File: config.mk
export PLATFORM = sky130hd
export DESIGN_NAME = dat_mem_ctl
export DESIGN_NICKNAME = d
export VERILOG_FILES = /design/src/rtl/dat_mem_pkg.sv /design/src/rtl/dat_mem_array.sv /design/src/rtl/dat_mem_ctl.sv
export SDC_FILE = /design/constraint.sdc
export NUM_CORES = 2
export LEC_CHECK = 0
export ABC_AREA = 1
export ABC_CLOCK_PERIOD_IN_PS = 3800
export BUFFER_PORTS_ARGS = -buffer_cell sky130_fd_sc_hd__buf_4
export CORE_ASPECT_RATIO = 1.4
export CORE_UTILIZATION = 45
export CTS_CLUSTER_SIZE = 8
export DETAILED_ROUTE_END_ITERATION = 7
export MAX_ROUTING_LAYER = met4
export PLACE_DENSITY_LB_ADDON = 0.15
export SYNTH_ARGS = -nofsm -noshare
export SYNTH_HDL_FRONTEND = slang
export SYNTH_HIERARCHICAL = 1
export SYNTH_SLANG_ARGS = --single-unit
File: constraint.sdc
create_clock -name clk -period 3.8 [get_ports clk]
set_input_delay 0.38 -clock clk [delete_from_list [all_inputs] [get_ports clk]]
set_output_delay 0.38 -clock clk [all_outputs]
set_load 0.03 [all_outputs]
File: src/rtl/dat_mem_pkg.sv
// Shared types and helpers for the data memory controller with its built-in hardware stack.
package dat_mem_pkg;

  typedef enum logic [1:0] {
    OP_LOAD  = 2'd0,
    OP_STORE = 2'd1,
    OP_PUSH  = 2'd2,
    OP_POP   = 2'd3
  } mem_op_e;

  localparam int RSP_WIDTH = 8;

  typedef struct packed {
    logic [RSP_WIDTH-1:0] data;
    logic                 err;
  } mem_rsp_t;

  // DEPTH need not be a power of two, so the address range is checked explicitly.
  function automatic logic addr_in_range(input logic [31:0] addr, input int unsigned depth);
    return (addr < depth);
  endfunction

endpackage

File: src/rtl/dat_mem_array.sv
// WIDTH x DEPTH storage with one synchronous write port and one registered read port.
module dat_mem_array
  import dat_mem_pkg::*;
#(
  parameter int WIDTH  = 8,
  parameter int DEPTH  = 256,
  parameter int ADDR_W = $clog2(DEPTH)
) (
  input  logic              clk,
  input  logic              rst_n,
  input  logic              we_i,
  input  logic [ADDR_W-1:0] waddr_i,
  input  logic [WIDTH-1:0]  wdata_i,
  input  logic              re_i,
  input  logic              rclr_i,
  input  logic [ADDR_W-1:0] raddr_i,
  output logic [WIDTH-1:0]  rdata_o
);

  logic [WIDTH-1:0] mem_q [DEPTH];
  logic [WIDTH-1:0] rdata_q;

  // Storage write port; contents are deliberately not reset.
  always_ff @(posedge clk) begin
    if (we_i) begin
      mem_q[waddr_i] <= wdata_i;
    end
  end

  // Read register: loads zero instead of memory for non-read or failed responses.
  always_ff @(posedge clk) begin
    if (!rst_n) begin
      rdata_q <= '0;
    end else if (re_i) begin
      rdata_q <= rclr_i ? '0 : mem_q[raddr_i];
    end else begin
      rdata_q <= rdata_q;
    end
  end

  assign rdata_o = rdata_q;

endmodule

File: src/rtl/dat_mem_ctl.sv
// Data memory controller: req/rsp handshake, 1-cycle reads, downward stack sharing storage.
// Optional DAT_MEM_TRACE_EN compiles a per-request $display trace (simulation only).
module dat_mem_ctl
  import dat_mem_pkg::*;
#(
  parameter  int WIDTH  = 8,
  parameter  int DEPTH  = 256,
  localparam int ADDR_W = $clog2(DEPTH)
) (
  input  logic              clk,
  input  logic              rst_n,
  input  logic              req_valid,
  output logic              req_ready,
  input  logic [1:0]        req_op,
  input  logic [ADDR_W-1:0] req_addr,
  input  logic [WIDTH-1:0]  req_wdata,
  output logic              rsp_valid,
  input  logic              rsp_ready,
  output logic [WIDTH-1:0]  rsp_data,
  output logic              rsp_err,
  output logic [ADDR_W:0]   sp,
  output logic              stk_empty,
  output logic              stk_full
);

  localparam logic [ADDR_W:0] SP_DEPTH = (ADDR_W+1)'(DEPTH);
  localparam logic [ADDR_W:0] SP_ONE   = (ADDR_W+1)'(1);
  localparam logic [ADDR_W:0] SP_ZERO  = (ADDR_W+1)'(0);

  logic [ADDR_W:0]   sp_q, sp_d;
  logic              rsp_valid_q, rsp_valid_d;
  logic              rsp_err_q, rsp_err_d;
  logic              empty_q, empty_d;
  logic              full_q, full_d;

  logic              accept_s;
  logic              addr_ok_s;
  mem_op_e           op_s;
  logic              we_s, re_s, rclr_s;
  logic [ADDR_W-1:0] waddr_s, raddr_s;

  assign req_ready = !rsp_valid_q || rsp_ready;
  assign accept_s  = req_valid && req_ready;
  assign op_s      = mem_op_e'(req_op);
  assign addr_ok_s = addr_in_range(32'(req_addr), DEPTH);

  // Decode the accepted request into memory strobes, stack pointer and response state.
  always_comb begin
    we_s        = 1'b0;
    re_s        = 1'b0;
    rclr_s      = 1'b0;
    waddr_s     = req_addr;
    raddr_s     = req_addr;
    sp_d        = sp_q;
    rsp_err_d   = rsp_err_q;
    rsp_valid_d = rsp_valid_q;
    if (accept_s) begin
      rsp_valid_d = 1'b1;
      re_s        = 1'b1;
      rsp_err_d   = 1'b0;
      case (op_s)
        OP_LOAD: begin
          if (addr_ok_s) begin
            rclr_s = 1'b0;
          end else begin
            rclr_s    = 1'b1;
            rsp_err_d = 1'b1;
          end
        end
        OP_STORE: begin
          rclr_s = 1'b1;
          if (addr_ok_s) begin
            we_s = 1'b1;
          end else begin
            rsp_err_d = 1'b1;
          end
        end
        OP_PUSH: begin
          rclr_s = 1'b1;
          if (sp_q == SP_ZERO) begin
            rsp_err_d = 1'b1;
          end else begin
            we_s    = 1'b1;
            waddr_s = ADDR_W'(sp_q - SP_ONE);
            sp_d    = sp_q - SP_ONE;
          end
        end
        OP_POP: begin
          if (sp_q == SP_DEPTH) begin
            rclr_s    = 1'b1;
            rsp_err_d = 1'b1;
          end else begin
            raddr_s = sp_q[ADDR_W-1:0];
            sp_d    = sp_q + SP_ONE;
          end
        end
        default: begin
          rclr_s    = 1'b1;
          rsp_err_d = 1'b1;
        end
      endcase
    end else begin
      rsp_valid_d = rsp_valid_q && !rsp_ready;
    end
    empty_d = (sp_d == SP_DEPTH);
    full_d  = (sp_d == SP_ZERO);
  end

  // Response, stack pointer and flag registers with synchronous reset.
  always_ff @(posedge clk) begin
    if (!rst_n) begin
      rsp_valid_q <= 1'b0;
      rsp_err_q   <= 1'b0;
      sp_q        <= SP_DEPTH;
      empty_q     <= 1'b1;
      full_q      <= 1'b0;
    end else begin
      rsp_valid_q <= rsp_valid_d;
      rsp_err_q   <= rsp_err_d;
      sp_q        <= sp_d;
      empty_q     <= empty_d;
      full_q      <= full_d;
    end
  end

  dat_mem_array #(
    .WIDTH (WIDTH),
    .DEPTH (DEPTH),
    .ADDR_W(ADDR_W)
  ) u_array (
    .clk    (clk),
    .rst_n  (rst_n),
    .we_i   (we_s),
    .waddr_i(waddr_s),
    .wdata_i(req_wdata),
    .re_i   (re_s),
    .rclr_i (rclr_s),
    .raddr_i(raddr_s),
    .rdata_o(rsp_data)
  );

  assign rsp_valid = rsp_valid_q;
  assign rsp_err   = rsp_err_q;
  assign sp        = sp_q;
  assign stk_empty = empty_q;
  assign stk_full  = full_q;

`ifdef DAT_MEM_TRACE_EN
  logic              trace_q;
  mem_op_e           trace_op_q;
  logic [ADDR_W-1:0] trace_addr_q;
  logic [WIDTH-1:0]  trace_wdata_q;

  // Trace prints one cycle after accept so read data is already in the response register.
  always_ff @(posedge clk) begin
    if (!rst_n) begin
      trace_q <= 1'b0;
    end else begin
      trace_q <= accept_s;
      if (accept_s) begin
        trace_op_q    <= op_s;
        trace_addr_q  <= (op_s == OP_PUSH) ? waddr_s : ((op_s == OP_POP) ? raddr_s : req_addr);
        trace_wdata_q <= req_wdata;
      end
      if (trace_q) begin
        $display("[%0t] %s: addr=0x%0h data=0x%0h sp=%0d err=%0b", $time, trace_op_q.name(),
                 trace_addr_q,
                 ((trace_op_q == OP_LOAD) || (trace_op_q == OP_POP)) ? rsp_data : trace_wdata_q,
                 sp_q, rsp_err_q);
      end
    end
  end
`else
`endif

endmodule

# [Word-level counts from Yosys, hierarchy flattened]
# Memory sizes are Yosys's and may differ from the RTL's.
# Index checks and enable logic that the tools add are counted.
[word_totals] register_bits=21 ramBits=2048 inputBits=22 out_inout_bits=22 word_cells=47 memories=1
[op_classes] addsub=2 n_eq_ne=5 muxes=23 n_reduce_logical=10
[mem_list] memory="u_array.mem_q" depth=256 word_bits=8 rd=1 rd_clocked_by_memory_dff=0 write_ports=1 line_no="dat_mem_array.sv:20" source="logic [WIDTH-1:0] mem_q [DEPTH];"
[op_table] cell="$mux 8" n=7
[op_table] cell="$mux 9" n=3
[op_table] cell="$eq 9x9->1 const B" n=2
[op_table] cell="$logic_not 9->1" n=2
[op_table] cell="$pmux 9 s2" n=1
[op_table] cell="$add 9x1->9 const B" n=1
[op_table] cell="$mux 1" n=9
[op_table] cell="$sub 9x1->9 const B" n=1
[op_table] cell="$pmux 1 s3" n=2
[op_table] cell="$eq 2x2->1 const B" n=2
[op_table] cell="$reduce_or 2->1" n=2
[op_table] cell="$eq 2x1->1 const B" n=1
[op_table] cell="$logic_and 1x1->1" n=2
[op_table] cell="$logic_not 1->1" n=2
[op_table] cell="$logic_not 2->1" n=1
[op_table] cell="$pmux 1 s2" n=1
[op_table] cell="$logic_or 1x1->1" n=1

# [Depth between registers and ports, before layout]
[logic_depth] ltp_word=6 depth_mapped=23 ltp_nobuf=19

# [By module]
# The synthesis kept the hierarchy.
[by_module_without_submodules] module="dat_mem_array" n_inst=1 cells_per_inst=7006 area_each_um2=83398.7 seq_area_each_um2=61659.1
[by_module_without_submodules] module="dat_mem_ctl" n_inst=1 cells_per_inst=224 area_each_um2=1325.0 seq_area_each_um2=260.2

# [Worst setup path before layout]
# Ideal clock, no wire load.
[synth_path] path_kind="reg-to-reg" start="register sp_q[0] (netlist: sp[0])" end="memory u_array.mem_q[181][0] (enable)" setup_ps=370 arrival_time_ps=2881 setup_slack_ps=548 path_stages_with_launch=16 path_buffers=2 synth_period_minus_slack_ps=3252 cell_sequence="dfxtp_1 -> inv_1 -> ha_1 -> nand2_1 -> nor2_4 -> nand3_4 -> nand3_2 -> buf_2 -> o21ai_0 -> inv_1 -> nor2_1 -> inv_1 -> nor2_1 -> nand2_1 -> clkbuf_1 -> nor2_1"
[synth_rtl] element="start, declared" line_no="dat_mem_ctl.sv:30" source="logic [ADDR_W:0] sp_q, sp_d;"
[synth_rtl] element="start signal, assigned" line_no="dat_mem_ctl.sv:120" source="sp_q <= sp_d;"
[synth_rtl] element="$sub 9x1->9 / $logic_not 9->1 (equally long branches)"
[synth_rtl] element="$mux 8 (*)" line_no="dat_mem_ctl.sv:80" source="if (sp_q == SP_ZERO) begin"
[synth_rtl] element="$mux 8 (*)" line_no="dat_mem_ctl.sv:61" source="case (op_s)"
[synth_rtl] element="$mux 8 (*)" line_no="dat_mem_ctl.sv:57" source="if (accept_s) begin"
[synth_rtl] element="via waddr_s[0]" line_no="dat_mem_ctl.sv:40" source="logic [ADDR_W-1:0] waddr_s, raddr_s;"
[synth_rtl] element="end, declared" line_no="dat_mem_array.sv:20"
# Mark *: on every way through the listed nets, which the timed path passes. The rest lies on a longest branch.

# [Worst setup path in the final report]
[layout_path] start="register sp_q[1] (netlist: sp[1])" end="register u_array.rdata_q[6] (netlist: u_array/rdata_o[6])"
[layout_between] elab_chain_len=6
[layout_lines] element="$eq 9x9->1" line_no="dat_mem_ctl.sv:89" source="if (sp_q == SP_DEPTH) begin"
[layout_lines] element="$mux 8" line_no="dat_mem_ctl.sv:89"
[layout_lines] element="$mux 8" line_no="dat_mem_ctl.sv:61"
[layout_lines] element="$mux 8" line_no="dat_mem_ctl.sv:57"
[layout_lines] element="via raddr_s[0]" line_no="dat_mem_ctl.sv:40"
[layout_lines] element="$mem_v2 256x8"
[layout_lines] element="$mux 8" line_no="dat_mem_array.sv:35" source="rdata_q <= rclr_i ? '0 : mem_q[raddr_i];"
[layout_lines] element="end signal, assigned" line_no="dat_mem_array.sv:35"
[layout_lines] element="end signal, assigned" line_no="dat_mem_array.sv:37" source="rdata_q <= rdata_q;"
[layout_lines] element="end, declared" line_no="dat_mem_array.sv:21" source="logic [WIDTH-1:0] rdata_q;"
# The timed path passes the listed nets, and every way through them passes these cells.
# A chain may end at the register's enable or synchronous reset.

==> metrics <==
area share of and/or/nand/nor cells after synthesis 23.4%; clock-pin transition on the worst setup and hold timing paths 0.05 ns; launching instance or port of the critical path sp[1]$_SDFF_PN0_; portion of synthesized cell area occupied by the leading cell type 72.6%; Post-layout nets 7,661; Worst Path Max Fanout 44; starting utilization of the core area 45.2%; Clock Sinks 2,069; die extent in x 369 µm; number of flops mapped to enable cells by yosys 2,048; largest net degree at the start of global routing 123; required time of the worst setup path 4.63 ns; most used standard cells in the synthesized netlist 2,168 x nand2_1, 2,068 x nand3_1, 2,048 x edfxtp_1; TritonCTS buffer count 308; DRC violation count after routing 0; Post-Route Skew 0.0665 ns; overall die area 190,000 µm²; power density of the placed cells 537 nW/µm²; vertical die dimension 515 µm; startpoint type of the worst setup path flip-flop; synth unique cells 30; startpoint of the worst-slack reg-to-reg timing path sp[1]$_SDFF_PN0_; arithmetic-cell share of the synthesized area counting full adders, half adders and majority gates 0.0886%; Initial DRT Pass Iterations 8; Synth area leader edfxtp_1; count of final max-slew check failures 0; Site Rows 188; weighted congestion at the end of routability-driven global placement 0.917; instance count of the mapped netlist 7,230; Core Region 187,000 µm²; YS warnings 6; setup violators final 0; Post-Route WL 257,000 µm; proportion of layout cells with a drive suffix above 1 12.6%; arrival time reported for the critical path endpoint 4.44 ns; combinational cell fraction of total power 8.9%; worst setup path category reg -> reg; Synth Flop Type edfxtp_1; number of I/O pins 44; xor and xnor fraction of the mapped netlist area 0.0310%; Final Hold Fails 0; run status finished clean; GRT Total Usage 27.6%; global-route wire length before repair 374,000 µm; setup repair after global routing missed its margin no; maximum buffer depth of the clock tree 4; number of nets produced by synthesis 7,258; worst slew pin tran 0.958 ns; GRT Residual Overflow 0; final non-filler cell total 10.1k; area delta synth->final 17.5%; area of the mapped netlist 84,700 µm²; later-pin clock latency in the skew report 0.92 ns; worst min-delay path startpoint req_wdata[6]; Async S/R FF share, synth 0%; class of the worst hold path in -> reg; worst rel slew slack 35.9%; placed wire-length estimate after detailed placement 158,000 µm; cell with the most instances after synthesis nand2_1; CTS root buffer clkbuf_16; worst voltage drop across the vdd grid 0.449 mV; DRC violation total after the first TritonRoute iteration 5,642; average via count per standard cell 5.70; Antenna Nets Post-Route 0; fraction of synthesized area in multiplexers 0%; Setup crit end kind flip-flop; detail-routed net length per standard cell 25.3 µm; part of the cycle the worst path needs 95.1%; Leakage 0.0356 µW; Synth Area in Compound Gates 0.219%; total number of vias 57.8k; CTS tree done; power share of the clock group 44.0%; share of power burned in registers 47.1%; flip-flop and latch count after synthesis 2,069; power dissipated by switching net loads 12,400 µW; dpl cells 9,780; Max Cap Viol 0; antenna violations before repair 4; setup total negative slack 0 ns; maximum operating frequency 0.277 GHz; cell types occupying the most area after synthesis edfxtp_1 73%, nand3_1 12%, nand2_1 9.6%; total internal power 41,000 µW; H-tree levels 5; switching share of power 23.2%; number of port buffers 43; number of global-route vias before repair 56.3k; final critical path time including I/O delays and setup 3.61 ns; combinational family with the most area after synthesis simple AND/OR/NAND/NOR gates; Mean Syn Cell Area 11.7 µm²; share of synthesized area occupied by flip-flops and latches 73.1%
==> final cells by class <==
type	count	area (µm²)
diodes	3	7.51
clock buffers	335	7960
clock inverters	6	67.6
fillers	15987	87700
inverters	68	300
multi-input cells	4603	20300
flip-flops and latches	2069	61900
well taps	2470	3090
repair buffers	582	5910
repair inverters	1	11.3
==> cells by family after synthesis <==
family / after synthesis
flip-flops: 2069
AO/OA/AOI/OAI: 35
XOR/XNOR: 3
AND/OR/NAND/NOR: 4559
adder cells (fa/ha/maj): 6
buffers and inverters: 558
==> power by group through the flow <==
stage	combinational, µW	sequential [µW]	clock, µW
after floorplan	2430	25600	0
after global placement	4650	25600	0
after detailed placement	4670	25600	0
after CTS	4690	25200	23900
after global routing	5070	25200	24700
final	4740	25200	23500
==> per-layer routing <==
| metal | global-route usage (%) | vias to the layer above | wire length [µm] | part of all wire [%] |
|---|---|---|---|---|
| met2 | 46.0 | 2279 | 130000 | 51 |
| met5 | - | - | 0 | 0 |
| met1 | 33.2 | 28682 | 98500 | 38 |
| met4 | 12.9 | 0 | 12600 | 4.9 |
| li1 | - | 26299 | - | - |
| met3 | 3.82 | 521 | 15900 | 6.2 |
==> repair_timing <==
item,CTS,global route
hold endpoints to repair,182,0
setup buffers,0,2
hold buffers,7,0
endpoints found under the setup margin,0,67
resized for setup,0,23
==> path summary, 6_finish.rpt <==
kind	to	cells past startpoint	slack, ns
worst min-delay path	u_array/mem_q[164][6]$_DFFE_PP_	1	0.01
worst max-delay path	u_array/rdata_o[6]$_SDFFE_PN0P_	22	0.19
worst min register to register	u_array/rdata_o[1]$_SDFFE_PN0P_	2	0.47
worst max register to register	u_array/rdata_o[6]$_SDFFE_PN0P_	22	0.19
==> sequential cells by signal, indices dropped and copies added, names as in the netlist <==
| signal | count |
|---|---|
| stk_full | 1 |
| stk_empty | 1 |
| rsp_err | 1 |
| sp | 9 |
| u_array/mem_q | 2048 |
| u_array/rdata_o | 8 |
| rsp_valid | 1 |
==> cell usage in the layout (no fill, tap or decap), types with 7 or more instances in the layout <==
master            n
nor2_2           17
clkbuf_16       318
nand2_1        2157
dfxtp_1          21
o21ai_0          10
a21oi_1          12
inv_1            51
nor2_1          291
edfxtp_1       2048
inv_2            10
dlygate4sd3_1     7
clkbuf_1         20
nand3_2          10
nand3_1        2061
buf_8             8
buf_12          103
buf_4           455
nand2_2          16
==> worst max-delay path, cell delays in order (launching register included) <==
cell and delay [ns]:
dfxtp_1 0.31, inv_1 0.11, ha_1 0.20, nand2_2 0.09
nor2_4 0.13, nand2_2 0.08, nand3_4 0.13, nand2_1 0.11
o21ai_4 0.10, buf_12 0.22, buf_16 0.24, buf_16 0.23
buf_12 0.24, nand2_1 0.07, nand3_1 0.08, nand3_1 0.16
nand3_1 0.15, nand3_1 0.08, nand3_1 0.12, nand3_1 0.24
nand3_1 0.15, nand3_1 0.09, a21oi_1 0.13
==> through the flow <==
step	util, %	hold WS [ns]	setup WS [ns]	total power (µW)	cell area [µm²]
finish	53.1	0.0142	0.187	53400	99500
global route	53.1	0.0285	0.00428	54900	99500
CTS	53.0	0.00165	0.156	53700	99300
detailed placement	48.7	0.462	0.156	30300	91200
global placement	48.7	0.478	0.163	30300	91200
floorplan	-	0.449	0.548	28100	84700
No activity file was read; power rests on OpenSTA's default activity.
